<file path="src/rtl/mem_pkg.sv">
// Shared definitions for the memory-subsystem arbiters.
//   state_e      : sequencer state encoding (IDLE, ACCESS, RESP)
//   clog2()      : constant-foldable ceiling log2, used to size pointers
//   DEF_AW/DEF_DW: default bank address / data widths
package mem_pkg;

    typedef enum logic [1:0] {
        IDLE   = 2'd0,
        ACCESS = 2'd1,
        RESP   = 2'd2
    } state_e;

    localparam int DEF_AW = 3;
    localparam int DEF_DW = 8;

    // Ceiling log2; returns 0 for n <= 1. Callers that need a usable
    // vector width clamp the result to at least 1.
    function automatic int clog2(input int n);
        int r;
        r = 0;
        for (int i = 0; i < 31; i++) begin
            if ((1 << i) < n) begin
                r = i + 1;
            end
        end
        return r;
    endfunction

endpackage : mem_pkg

</file>
<file path="src/rtl/rr_select.sv">
// Combinational round-robin first-one finder.
// Scans req starting at bit ptr_i and wrapping modulo NREQ (works for
// non-power-of-2 NREQ) and reports the first set bit.
//   req_i     : request vector
//   ptr_i     : index where the scan starts (must be < NREQ)
//   onehot_o  : one-hot of the selected bit, zero when req_i == 0
//   idx_o     : index of the selected bit, zero when req_i == 0
//   any_o     : at least one request is set
module rr_select
    import mem_pkg::*;
#(
    parameter int NREQ = 4,
    parameter int PW   = (clog2(NREQ) < 1) ? 1 : clog2(NREQ)
) (
    input  logic [NREQ-1:0] req_i,
    input  logic [PW-1:0]   ptr_i,
    output logic [NREQ-1:0] onehot_o,
    output logic [PW-1:0]   idx_o,
    output logic            any_o
);

    always_comb begin
        int  cand;
        logic found;
        onehot_o = '0;
        idx_o    = '0;
        found    = 1'b0;
        cand     = 0;
        for (int k = 0; k < NREQ; k++) begin
            // ptr_i < NREQ, so one conditional subtraction gives the wrap.
            cand = int'(ptr_i) + k;
            if (cand >= NREQ) begin
                cand = cand - NREQ;
            end
            if (!found && req_i[cand]) begin
                found          = 1'b1;
                onehot_o[cand] = 1'b1;
                idx_o          = PW'(cand);
            end
        end
        any_o = |req_i;
    end

endmodule : rr_select

</file>
<file path="src/rtl/latch_bank_arbiter.sv">
// Round-robin arbiter/sequencer sharing one single-port storage bank
// (2**AW words of DW bits) between NREQ requesters.
//
// Handshake: a requester raises req[i] with we/addr/wdata and holds them
// stable until it sees ack[i] for one cycle. A req still high in the cycle
// after ack is treated as a new request. Dropping req while owning the bus
// before the access happens aborts the transaction (no access, no ack).
//
// Ports:
//   clk, rst_n  : clock, asynchronous active-low reset
//   req, we     : per-requester request level / write enable
//   addr, wdata : flattened per-requester address / write data
//   grant       : one-hot current owner, zero when idle
//   ack         : one-cycle completion pulse to the owner
//   rdata       : read data, valid in the ack cycle of a read, held after
//   busy        : sequencer not in IDLE
//   dbg_state_o : current sequencer state, for observation only
module latch_bank_arbiter
    import mem_pkg::*;
#(
    parameter int NREQ = 4,
    parameter int AW   = DEF_AW,
    parameter int DW   = DEF_DW
) (
    input  logic               clk,
    input  logic               rst_n,
    input  logic [NREQ-1:0]    req,
    input  logic [NREQ-1:0]    we,
    input  logic [NREQ*AW-1:0] addr,
    input  logic [NREQ*DW-1:0] wdata,
    output logic [NREQ-1:0]    grant,
    output logic [NREQ-1:0]    ack,
    output logic [DW-1:0]      rdata,
    output logic               busy,
    output state_e             dbg_state_o
);

    localparam int PW    = (clog2(NREQ) < 1) ? 1 : clog2(NREQ);
    localparam int DEPTH = 1 << AW;

    state_e          state_q;
    logic [NREQ-1:0] grant_q;
    logic [NREQ-1:0] ack_q;
    logic [DW-1:0]   rdata_q;
    logic [PW-1:0]   g_q;
    logic [PW-1:0]   ptr_q;
    logic [PW-1:0]   ptr_d;
    logic [DW-1:0]   bank_q [DEPTH];

    logic [NREQ-1:0] sel_onehot;
    logic [PW-1:0]   sel_idx;
    logic            sel_any;

    // Owner's request fields, muxed by the latched owner index.
    logic            req_g;
    logic            we_g;
    logic [AW-1:0]   addr_g;
    logic [DW-1:0]   wdata_g;

    rr_select #(
        .NREQ (NREQ),
        .PW   (PW)
    ) u_rr_select (
        .req_i    (req),
        .ptr_i    (ptr_q),
        .onehot_o (sel_onehot),
        .idx_o    (sel_idx),
        .any_o    (sel_any)
    );

    always_comb begin
        req_g   = 1'b0;
        we_g    = 1'b0;
        addr_g  = '0;
        wdata_g = '0;
        for (int i = 0; i < NREQ; i++) begin
            if (g_q == PW'(i)) begin
                req_g   = req[i];
                we_g    = we[i];
                addr_g  = addr[i*AW +: AW];
                wdata_g = wdata[i*DW +: DW];
            end
        end
    end

    // Pointer moves past the owner that just completed; explicit wrap so
    // non-power-of-2 NREQ behaves as mod NREQ.
    always_comb begin
        if (g_q == PW'(NREQ - 1)) begin
            ptr_d = '0;
        end else begin
            ptr_d = g_q + PW'(1);
        end
    end

    always_ff @(posedge clk or negedge rst_n) begin
        if (!rst_n) begin
            state_q <= IDLE;
            grant_q <= '0;
            ack_q   <= '0;
            rdata_q <= '0;
            g_q     <= '0;
            ptr_q   <= '0;
            for (int i = 0; i < DEPTH; i++) begin
                bank_q[i] <= '0;
            end
        end else begin
            case (state_q)
                IDLE: begin
                    ack_q <= '0;
                    if (sel_any) begin
                        grant_q <= sel_onehot;
                        g_q     <= sel_idx;
                        state_q <= ACCESS;
                    end
                end
                ACCESS: begin
                    if (!req_g) begin
                        // Owner withdrew before the access: release the bank
                        // without touching it; pointer stays where it was.
                        grant_q <= '0;
                        state_q <= IDLE;
                    end else begin
                        if (we_g) begin
                            bank_q[addr_g] <= wdata_g;
                        end else begin
                            rdata_q <= bank_q[addr_g];
                        end
                        ack_q   <= grant_q;
                        state_q <= RESP;
                    end
                end
                RESP: begin
                    ack_q   <= '0;
                    grant_q <= '0;
                    ptr_q   <= ptr_d;
                    state_q <= IDLE;
                end
                default: begin
                    ack_q   <= '0;
                    grant_q <= '0;
                    state_q <= IDLE;
                end
            endcase
        end
    end

    assign grant       = grant_q;
    assign ack         = ack_q;
    assign rdata       = rdata_q;
    assign busy        = (state_q != IDLE);
    assign dbg_state_o = state_q;

endmodule : latch_bank_arbiter

</file>
<file path="config.mk">
export PLATFORM = sky130hd
export DESIGN_NAME = latch_bank_arbiter
export DESIGN_NICKNAME = d
export VERILOG_FILES = /design/src/rtl/mem_pkg.sv /design/src/rtl/rr_select.sv /design/src/rtl/latch_bank_arbiter.sv
export SDC_FILE = /design/constraint.sdc
export NUM_CORES = 1
export LEC_CHECK = 0
export ABC_AREA = 0
export CORE_MARGIN = 1
export CORE_UTILIZATION = 57
export CTS_BUF_LIST = sky130_fd_sc_hd__clkbuf_8
export CTS_CLUSTER_SIZE = 12
export DETAILED_ROUTE_END_ITERATION = 10
export HOLD_SLACK_MARGIN = 0.08
export MAX_ROUTING_LAYER = met4
export PLACE_DENSITY = 0.87
export SYNTH_ARGS = -nofsm -noshare
export SYNTH_HDL_FRONTEND = slang
export SYNTH_SLANG_ARGS = --single-unit
</file>
<file path="constraint.sdc">
create_clock -name clk -period 3.6 [get_ports clk]
set_input_delay 0.72 -clock clk [delete_from_list [all_inputs] [get_ports clk]]
set_output_delay 0.72 -clock clk [all_outputs]
set_load 0.02 [all_outputs]
</file>
==> metrics.yaml <==
global_route:
  grt_usage_pct: 29.6
  gr-total-overflow: 0
  antenna_found_initial: 0
  grt_pass1_wl_mm: 19.5
  grt_pass1_vias: 3846
  grt_max_degree: 87
timing:
  post-route-period-util_pct: 86.6
  final.setup.tns_ns: 0
  slew_headroom_pct: 30.9
  fin_skew_ns: 0.0123
  tightest_slew_ns: 1.04
  rsz0062_at_grt: "no"
  hold_viol_final: 0
  worst_slack_ns: 0.483
  fmax_mhz: 321
  period_minus_slack_ns: 3.12
  setup_violations: 0
  finalMaxSlewViolations: 0
run_status:
  status: "finished, final reports clean"
synthesis:
  synthMuxAreaShare_pct: 24.1
  synthDistinctLibCells: 54
  syn_nets: 498
  ys_seq_area_share_pct: 43.0
  synth_top_family_by_area: "multiplexers"
  synth_fa_ha_area_share_pct: 2.00
  synth_area_sq_um: 5010
  synth_compound_area_share_pct: 13.2
  syn_area_per_cell_sq_um: 11.5
  syn_inst: 436
  yosys.area_share.simple_pct: 14.2
  ys_warn_count: 0
  synth-seq-cells: 86
  synth_xor_area_share_pct: 0
routing:
  first_pass_iters: 4
  wire_per_inst_um: 19.9
  met2WireLength_mm: 6.28
  drtAntennaViolNets: 0
  viasPerCell: 6.14
  dr_wl_met3_um: 631
  top_layer: "met4"
  totalWireLength_mm: 12.5
  vias: 3840
  drtIter0Drc: 198
  wl_met1_mm: 5.30
  remaining_drc_errors: 0
die:
  dieWidth_um: 95.7
  core_area_sq_um: 8340
  die-height_um: 95.7
  placementRows: 33
  initial_core_util_pct: 60.1
  dieArea_sq_um: 9170
  ios: 73
finish:
  antenna_cells: 0
  drive_gt1_share_pct: 25.8
  final_common_cell: "dfrtp_1"
  instances_no_fill: 625
  layout_common_cells: "dfrtp_1, clkdlybuf4s50_1, mux2_4"
  final_core_util_pct: 73.2
  area_growth_pct: 21.9
  finalNetCount: 577
cts:
  cts_buffers: 9
  cts_max_path_buffers: 2
  cts.sinks: 86
  clock_latency_ns: 0.36
  postCtsHoldBufs: 0
  cts_tree: "done"
  ctsRootBufferMaster: "clkbuf_8"
  postCtsSetupRepairBufs: 0
  h-tree-depth: 3
  postCtsResizedCells: 0
  clkTransAtPathRegs_ns: 0.08
power:
  power.density_nw_per_um2: 930
  intPower_mw: 3.18
  p_sw_share_pct: 44.1
  power_switching_mw: 2.50
  pwr-share-seq_pct: 28.7
  leakagePower_nw: 2.70
  total_power_mw: 5.68
  vdd_drop_max_mv: 0.485
  clkPwrFrac_pct: 12.0
  combPwrFrac_pct: 59.4
place:
  place_inst: 609
  io_buffers: 72
  gp_congestion: 0.856
  pre_cts_slack_ns: 0.344
  hpwl_mm: 8.90
min_path:
  hold_depth: 1
  hold_path_class: "reg -> reg"
setup_path:
  critical-path-slowest-cell: "nor3_4"
  crit_path_cell_trace: "ha_1 -> nor2_2 -> a311o_1 -> nand3_2 -> nor3_4 -> mux2_2"
  cp.required_ns: 3.84
  worstPathArrival_ns: 3.36
  worst-path-max-fanout: 18
  crit_path_start_kind: "flop"
  slowest_delay_ns: 0.52
  cp-end-kind: "flop"
  r2r_cells: 6
  path_class: "reg -> reg"
flow_run:
  drv_cap: 0
critical path, delay by kind of cell (launching register included):
kind	cells	cell delay, ns
and+or+nand+nor	3	1.22
muxes	1	0.40
adders and majority gates	1	0.45
DFF	1	0.44
AOI/OAI and AO/OA	1	0.47
layer usage:
layer	up-vias	track usage [%]
met5	-	-
met4	0	10.2
met3	25	5.61
met2	133	49.6
met1	1918	35.9
li1	1764	-
power groups by stage:
stage	sequential, mW	combinational (mW)	clock (mW)
2_1_floorplan	1.63	2.30	0
3_3_place_gp	1.61	3.23	0
3_5_place_dp	1.63	3.33	0
4_1_cts	1.62	3.34	0.688
5_1_grt	1.67	3.60	0.730
6_report	1.63	3.37	0.680
cell families after synthesis:
| group | count (synthesis) |
|---|---|
| simple gates | 123 |
| compound gates | 94 |
| mux | 90 |
| flops | 86 |
| buf+inv | 35 |
| fa+ha+maj | 8 |
Yosys cell counts, drive strengths merged:
library cell,count,area (sq um)
o31ai,2,15.0
a31oi,4,25.0
a221o,9,90.1
o21bai,1,7.51
o211a,1,10.0
nand2b,5,31.3
o32a,2,20.0
a22oi,2,15.0
o22ai,4,25.0
a311oi,3,32.5
nor2,23,88.8
inv,9,33.8
nor4,1,6.26
o221ai,2,17.5
clkbuf,12,45.0
mux2i,15,150
nand2,47,179
and2,2,13.8
ha,8,100
nand3b,11,82.6
a21oi,31,163
nor2b,9,56.3
a21o,1,7.51
mux4,3,67.6
dfrtp,86,2150
mux2,72,991
o211ai,2,20.0
a22o,5,43.8
a41oi,1,8.76
nor3,14,160
a221oi,8,70.1
or2,1,6.26
nand3,2,15.0
nand4,2,12.5
a311o,2,20.0
nor3b,4,40.0
and3b,2,18.8
o21ai,14,70.1
buf,14,97.6
worst paths after layout:
check / slack (ns) / to / start
worst max-delay path: 0.48 / bank_q[40]$_DFFE_PN0P_ / g_q[0]$_DFFE_PN0P_
worst min-delay path: 0.51 / bank_q[28]$_DFFE_PN0P_ / bank_q[28]$_DFFE_PN0P_
worst max register to register: 0.48 / bank_q[40]$_DFFE_PN0P_ / g_q[0]$_DFFE_PN0P_
worst min register to register: 0.51 / bank_q[28]$_DFFE_PN0P_ / bank_q[28]$_DFFE_PN0P_
max in group asynchronous: 2.40 / ack[2]$_DFFE_PN0P_ / rst_n
min in group asynchronous: 0.54 / bank_q[10]$_DFFE_PN0P_ / rst_n
flip-flops by register name, indices dropped and copies added (netlist names):
name         flops
g_q              2
grant            4
bank_q          64
ptr_q            2
rdata            8
dbg_state_o      2
ack              4
per-stage QoR:
| step | area (sq um) | hold slack, ns |
|---|---|---|
| 2_1_floorplan | 5010 | 0.424 |
| 3_3_place_gp | 5910 | 0.490 |
| 3_5_place_dp | 5910 | 0.493 |
| 4_1_cts | 6110 | 0.515 |
| 5_1_grt | 6110 | 0.528 |
| 6_report | 6110 | 0.513 |
cell type report:
class | instances | area [sq um]
multi-input combinational | 315 | 2700
fill | 556 | 2230
sequential | 86 | 2150
timing repair buffer | 94 | 896
tap | 105 | 131
clock buffer | 9 | 124
clock inverter | 7 | 71.3
inverter | 9 | 33.8
Note: power is estimated with default switching activity, not from simulation.
